File: src/rtl/load_ctrl_pkg.sv
// Shared definitions for the serial memory loader: operating-mode encodings,
// controller state enum and default geometry.
package load_ctrl_pkg;

  localparam int ADDR_W_DEF = 4;
  localparam int DATA_W_DEF = 8;

  localparam logic [1:0] MODE_IDLE   = 2'b00;
  localparam logic [1:0] MODE_LOAD_I = 2'b01;
  localparam logic [1:0] MODE_LOAD_D = 2'b10;
  localparam logic [1:0] MODE_RUN    = 2'b11;

  typedef enum logic [2:0] {
    IDLE,
    SHIFT,
    WRITE,
    LDONE,
    RUN,
    HALTED
  } state_e;

  function automatic logic is_load_mode(input logic [1:0] m);
    return (m == MODE_LOAD_I) || (m == MODE_LOAD_D);
  endfunction

endpackage

File: src/rtl/sync2.sv
// Two-flop synchronizer for signals arriving from outside the clk domain.
module sync2 #(
  parameter int WIDTH = 1
) (
  input  logic             clk,
  input  logic             rst,
  input  logic [WIDTH-1:0] d,
  output logic [WIDTH-1:0] q
);

  logic [WIDTH-1:0] meta_q;
  logic [WIDTH-1:0] sync_q;

  always_ff @(posedge clk or posedge rst) begin
    if (rst) begin
      meta_q <= '0;
      sync_q <= '0;
    end else begin
      meta_q <= d;
      sync_q <= meta_q;
    end
  end

  assign q = sync_q;

endmodule

File: src/rtl/load_ctrl.sv
// Serial loader for instruction/data memories plus processor run/halt control.
// mode and mosi are resynchronised; every decision uses the synchronised copies.
module load_ctrl
  import load_ctrl_pkg::*;
#(
  parameter int ADDR_W = ADDR_W_DEF,
  parameter int DATA_W = DATA_W_DEF
) (
  input  logic              clk,
  input  logic              rst,
  input  logic [1:0]        mode,
  input  logic              mosi,
  input  logic              cpu_halt,
  output logic              mem_we,
  output logic              mem_sel,
  output logic [ADDR_W-1:0] mem_addr,
  output logic [DATA_W-1:0] mem_wdata,
  output logic              cpu_en,
  output logic              done
);

  localparam int                CNT_W     = $clog2(DATA_W + 1);
  localparam logic [CNT_W-1:0]  CNT_LAST  = CNT_W'(DATA_W - 1);
  localparam logic [ADDR_W-1:0] ADDR_LAST = '1;

  logic [1:0]        m_s;
  logic              mosi_s;

  state_e            state_q,     state_d;
  logic [DATA_W-1:0] shreg_q,     shreg_d;
  logic [CNT_W-1:0]  bit_cnt_q,   bit_cnt_d;
  logic [ADDR_W-1:0] addr_q,      addr_d;
  logic [1:0]        sess_mode_q, sess_mode_d;
  logic              mem_sel_q,   mem_sel_d;
  logic              mem_we_q,    mem_we_d;
  logic              cpu_en_q,    cpu_en_d;
  logic              done_q,      done_d;
  logic              mode_changed;

  sync2 #(.WIDTH(2)) u_mode_sync (
    .clk (clk),
    .rst (rst),
    .d   (mode),
    .q   (m_s)
  );

  sync2 #(.WIDTH(1)) u_mosi_sync (
    .clk (clk),
    .rst (rst),
    .d   (mosi),
    .q   (mosi_s)
  );

  // A load session remembers the mode it started in; any difference ends it.
  always_comb begin
    state_d      = state_q;
    shreg_d      = shreg_q;
    bit_cnt_d    = bit_cnt_q;
    addr_d       = addr_q;
    sess_mode_d  = sess_mode_q;
    mem_sel_d    = mem_sel_q;
    mode_changed = (m_s != sess_mode_q);

    case (state_q)
      IDLE: begin
        if (is_load_mode(m_s)) begin
          state_d     = SHIFT;
          bit_cnt_d   = '0;
          addr_d      = '0;
          sess_mode_d = m_s;
          mem_sel_d   = m_s[1];
        end else if (m_s == MODE_RUN) begin
          state_d = RUN;
        end
      end
      SHIFT: begin
        if (mode_changed) begin
          state_d   = IDLE;
          bit_cnt_d = '0;
          addr_d    = '0;
        end else begin
          shreg_d   = {shreg_q[DATA_W-2:0], mosi_s};
          bit_cnt_d = bit_cnt_q + CNT_W'(1);
          if (bit_cnt_q == CNT_LAST) begin
            state_d = WRITE;
          end
        end
      end
      WRITE: begin
        // The strobe for this word is already on the output; leaving cannot cancel it.
        if (mode_changed) begin
          state_d   = IDLE;
          bit_cnt_d = '0;
          addr_d    = '0;
        end else if (addr_q == ADDR_LAST) begin
          state_d = LDONE;
        end else begin
          state_d   = SHIFT;
          addr_d    = addr_q + ADDR_W'(1);
          bit_cnt_d = '0;
        end
      end
      LDONE: begin
        if (mode_changed) begin
          state_d   = IDLE;
          bit_cnt_d = '0;
          addr_d    = '0;
        end
      end
      RUN: begin
        if (m_s != MODE_RUN) begin
          state_d = IDLE;
        end else if (cpu_halt) begin
          state_d = HALTED;
        end
      end
      HALTED: begin
        if (m_s != MODE_RUN) begin
          state_d = IDLE;
        end
      end
      default: begin
        state_d = IDLE;
      end
    endcase

    // Strobes are decoded from the next state so they leave a flop cleanly.
    mem_we_d = (state_d == WRITE);
    cpu_en_d = (state_d == RUN);
    done_d   = (state_d == LDONE) || (state_d == HALTED);
  end

  always_ff @(posedge clk or posedge rst) begin
    if (rst) begin
      state_q     <= IDLE;
      shreg_q     <= '0;
      bit_cnt_q   <= '0;
      addr_q      <= '0;
      sess_mode_q <= MODE_IDLE;
      mem_sel_q   <= 1'b0;
      mem_we_q    <= 1'b0;
      cpu_en_q    <= 1'b0;
      done_q      <= 1'b0;
    end else begin
      state_q     <= state_d;
      shreg_q     <= shreg_d;
      bit_cnt_q   <= bit_cnt_d;
      addr_q      <= addr_d;
      sess_mode_q <= sess_mode_d;
      mem_sel_q   <= mem_sel_d;
      mem_we_q    <= mem_we_d;
      cpu_en_q    <= cpu_en_d;
      done_q      <= done_d;
    end
  end

  assign mem_we    = mem_we_q;
  assign mem_sel   = mem_sel_q;
  assign mem_addr  = addr_q;
  assign mem_wdata = shreg_q;
  assign cpu_en    = cpu_en_q;
  assign done      = done_q;

endmodule

File: config.mk
export PLATFORM = sky130hd
export DESIGN_NAME = load_ctrl
export DESIGN_NICKNAME = d
export VERILOG_FILES = /design/src/rtl/load_ctrl_pkg.sv /design/src/rtl/sync2.sv /design/src/rtl/load_ctrl.sv
export SDC_FILE = /design/constraint.sdc
export NUM_CORES = 1
export LEC_CHECK = 0
export ABC_CLOCK_PERIOD_IN_PS = 1900
export CORE_UTILIZATION = 47
export CTS_CLUSTER_SIZE = 20
export DETAILED_ROUTE_END_ITERATION = 7
export PLACE_DENSITY = 0.76
export SETUP_SLACK_MARGIN = 0.4
export SLEW_MARGIN = 20
export SYNTH_ARGS = -nofsm -noshare
export SYNTH_HDL_FRONTEND = slang
export SYNTH_SLANG_ARGS = --single-unit
File: constraint.sdc
create_clock -name clk -period 1.9 [get_ports clk]
set_input_delay 0.19 -clock clk [delete_from_list [all_inputs] [get_ports clk]]
set_output_delay 0.19 -clock clk [all_outputs]
set_load 0.03 [all_outputs]
==> results.md <==
- Post-Place Cell Area: 1714 um2
- Mapped Area: 1398 um2
- Worst setup SP type: register
- Final Instance Area: 2009 um2
- CTS HTree Levels: 2
- Drt drc: 0
- Compound-Gate Fraction of Synth Area: 0.1128
- Setup slack, reg-to-reg: approximately 47 ps
- LEAKAGE: 0.9626 nW
- Setup_tns: 0 ps
- Status: complete, no violations
- Reg-to-reg critical path startpoint: u_mode_sync.q[0]
- Site Rows: 19
- Fraction of layout cells with a size suffix above 1: 0.4146
- Core Box Area: 2781 um2
- EDFF count, synth: 0
- CTS tree: built
- Final wirelength: 3854 um
- Most frequent cells in the layout: dfrtp_1 (24), dlygate4sd2_1 (16), buf_4 (13), mux2_4 (7), buf_6 (7)
- WP data required: 2180 ps
- Crit path kind: register to register
- DR vias/cell: 6.026
- Clock period minus worst slack: 1853 ps
- Largest net degree at the start of global routing: 20
- FF-to-FF path depth: 7
- GRT Total Usage: 0.2556
- Final setup viols: 0
- Root buffer cell: clkbuf_4
- Num ports: 22
- N_diodes: 0
- Hpwl dp: 2026 um
- Die height: 56.53 um
- Period utilization: 0.9753
- Initial DRC Count: 36
- Final Util: 0.7224
- Mux cell area share after synthesis: 0.1218
- WL/cell: 19.76 um
- Synthesis warning total: 0
- Pwr dens: around 1300 nW/um2
- Clk slew on worst S/H paths: approximately 110 ps
- Simple-Gate Fraction of Synth Area: 0.1343
- CP Capture Type: register
- Sequential area share after synthesis: 0.5372
- Max Slew Vio Count: 0
- Die Area: approximately 3200 um2
- Synthesized flop and latch total: 30
- Peak Freq: 539.7 MHz
- Ys async rst share: 1.000
- Chip width: 56.53 um
- Most used DFF post-synth: dfrtp_1
- Skew final: between 15 and 20 ps
- Number of global-route vias before repair: 1250
- Total gr overflow: 0
- First-pass GRT wire length: 6072 um
- Hold Crit Class: input pin to async pin
- RSZ-0062 raised after global routing: true
- Largest family of logic cells by synthesized area: simple AND/OR/NAND/NOR gates
- Synth Area in XOR/XNOR: 0.01880
- Hold Fails Final Rpt: 0
- Initial Util: 0.5025
- Clk sink count: 30
- Worst-path fanout max: 5
- Worst-Skew Late Latency: around 340 ps
- Post-Syn Instances: 118
- Peak VDD IR: roughly 1200 uV
- Adder-Cell Fraction of Synth Area: 0.03581
- FF-to-FF End: bit_cnt_q[2]
- ANT nets after route: 0
- PortBufs: 21
- Syn_nets: 128
- Area delta synth->final: 43.78%
- Cts bufs inserted: 5
- Slew HR: 0.6699
- Arr. time, crit path: 2130 ps
- Worst Max-Slew Pin Slew: 494.6 ps
- Most common cell after layout, fill and taps aside: dfrtp_1
- GPL Wtd Cong: 0.9140
- Layout Nets: 173
- Syn_area_per_cell: 11.84 um2
- Clk buf depth: 2
- Vias: 1175
- First-pass iteration count of the detailed router: 4
- Synth cell types: 36
- Initial antenna violation count: 0
- Max-cap violations: 0
## critical path, cell delays in order (launching register included)
cell and delay (ps):
dfrtp_2 440, buf_6 130, ha_4 240, or3_4 380, o211ai_1 140, buf_4 190, and2_4 140, a21boi_2 140
## area by class of cell
class                           instances  area [um2]
Timing Repair Buffer                   43       406.6
Sequential cell                        30       758.2
Clock buffer                            6       51.30
Fill cell                             177       772.0
Inverter                                5       18.77
Tap cell                               31       38.79
Multi-Input combinational cell         78       723.2
Clock inverter                          2       12.51
## through the flow
step	setup WS, ps	hold slack [ps]	instances	total power, W
final	47.00	161.2	195	0.002657
after global routing	5.112	192.8	195	0.002773
after CTS	88.99	185.1	193	0.002522
after detailed placement	63.79	337.2	174	0.001921
after global placement	103.7	333.9	174	0.001878
after floorplan	81.24	221.4	118	0.001558
## cells in the mapped netlist, types with 3 or more instances
library cell / n / share of area
nand2_1: 6 / 0.016
nand4_1: 3 / 0.013
xor2_1: 3 / 0.019
a21oi_1: 7 / 0.025
inv_1: 5 / 0.013
mux2_4: 7 / 0.075
nand3_1: 7 / 0.025
nor2_1: 6 / 0.016
o211ai_1: 3 / 0.016
dfrtp_1: 30 / 0.54
mux2_2: 4 / 0.032
nand3b_1: 3 / 0.016
ha_1: 4 / 0.036
## metal layers
metal | GRT usage | vias up | part of all wire
met4 | 0.1498 | 0 | 0.050
li1 | - | 512 | -
met3 | 0.07604 | 19 | 0.053
met1 | 0.2977 | 595 | 0.39
met2 | 0.4151 | 49 | 0.51
met5 | 0 | - | 0
## registers in the layout, summed over array words and instances, names as in the netlist, 2 cells and up
signal and cells:
state_q 3, sess_mode_q 2, u_mode_sync.q 2, mem_addr 4, mem_wdata 8, bit_cnt_q 4, u_mode_sync.meta_q 2
## where the power goes
part | internal [W] | leakage (nW) | switching, W
Clock | 0.000178 | 0.0343 | 0.000243
Combinational | 0.000635 | 0.547 | 0.000700
Sequential | 0.000772 | 0.382 | 0.000130
## how the worst max path moves through the flow
stage | from | endpoint | slack (ps) | cells after the start
2_1_floorplan | sess_mode_q[1] | mem_wdata[0] | 80 | 5
3_3_place_gp | u_mode_sync.q[1] | mem_wdata[0] | 100 | 4
3_5_place_dp | u_mode_sync.q[1] | mem_wdata[1] | 60 | 4
4_1_cts | u_mode_sync.q[0] | bit_cnt_q[2] | 90 | 7
5_1_grt | u_mode_sync.q[0] | bit_cnt_q[2] | 5 | 7
6_report | u_mode_sync.q[0] | bit_cnt_q[2] | 50 | 7
## cells by family after synthesis
family                   count (synthesis)
AND/OR/NAND/NOR                         35
flip-flops                              30
AO/OA/AOI/OAI                           23
multiplexers                            13
buffers and inverters                   10
adder cells (fa/ha/maj)                  4
XOR/XNOR                                 3
## timing repair
item | in CTS | in global routing
setup buffers | 11 | 2
pin swaps | 4 | 5
gates resized for setup | 43 | 7
setup endpoints to repair | 38 | 21
gates cloned | 0 | 0
hold buffers | 0 | 0
Note: power is estimated with default switching activity, not from simulation.
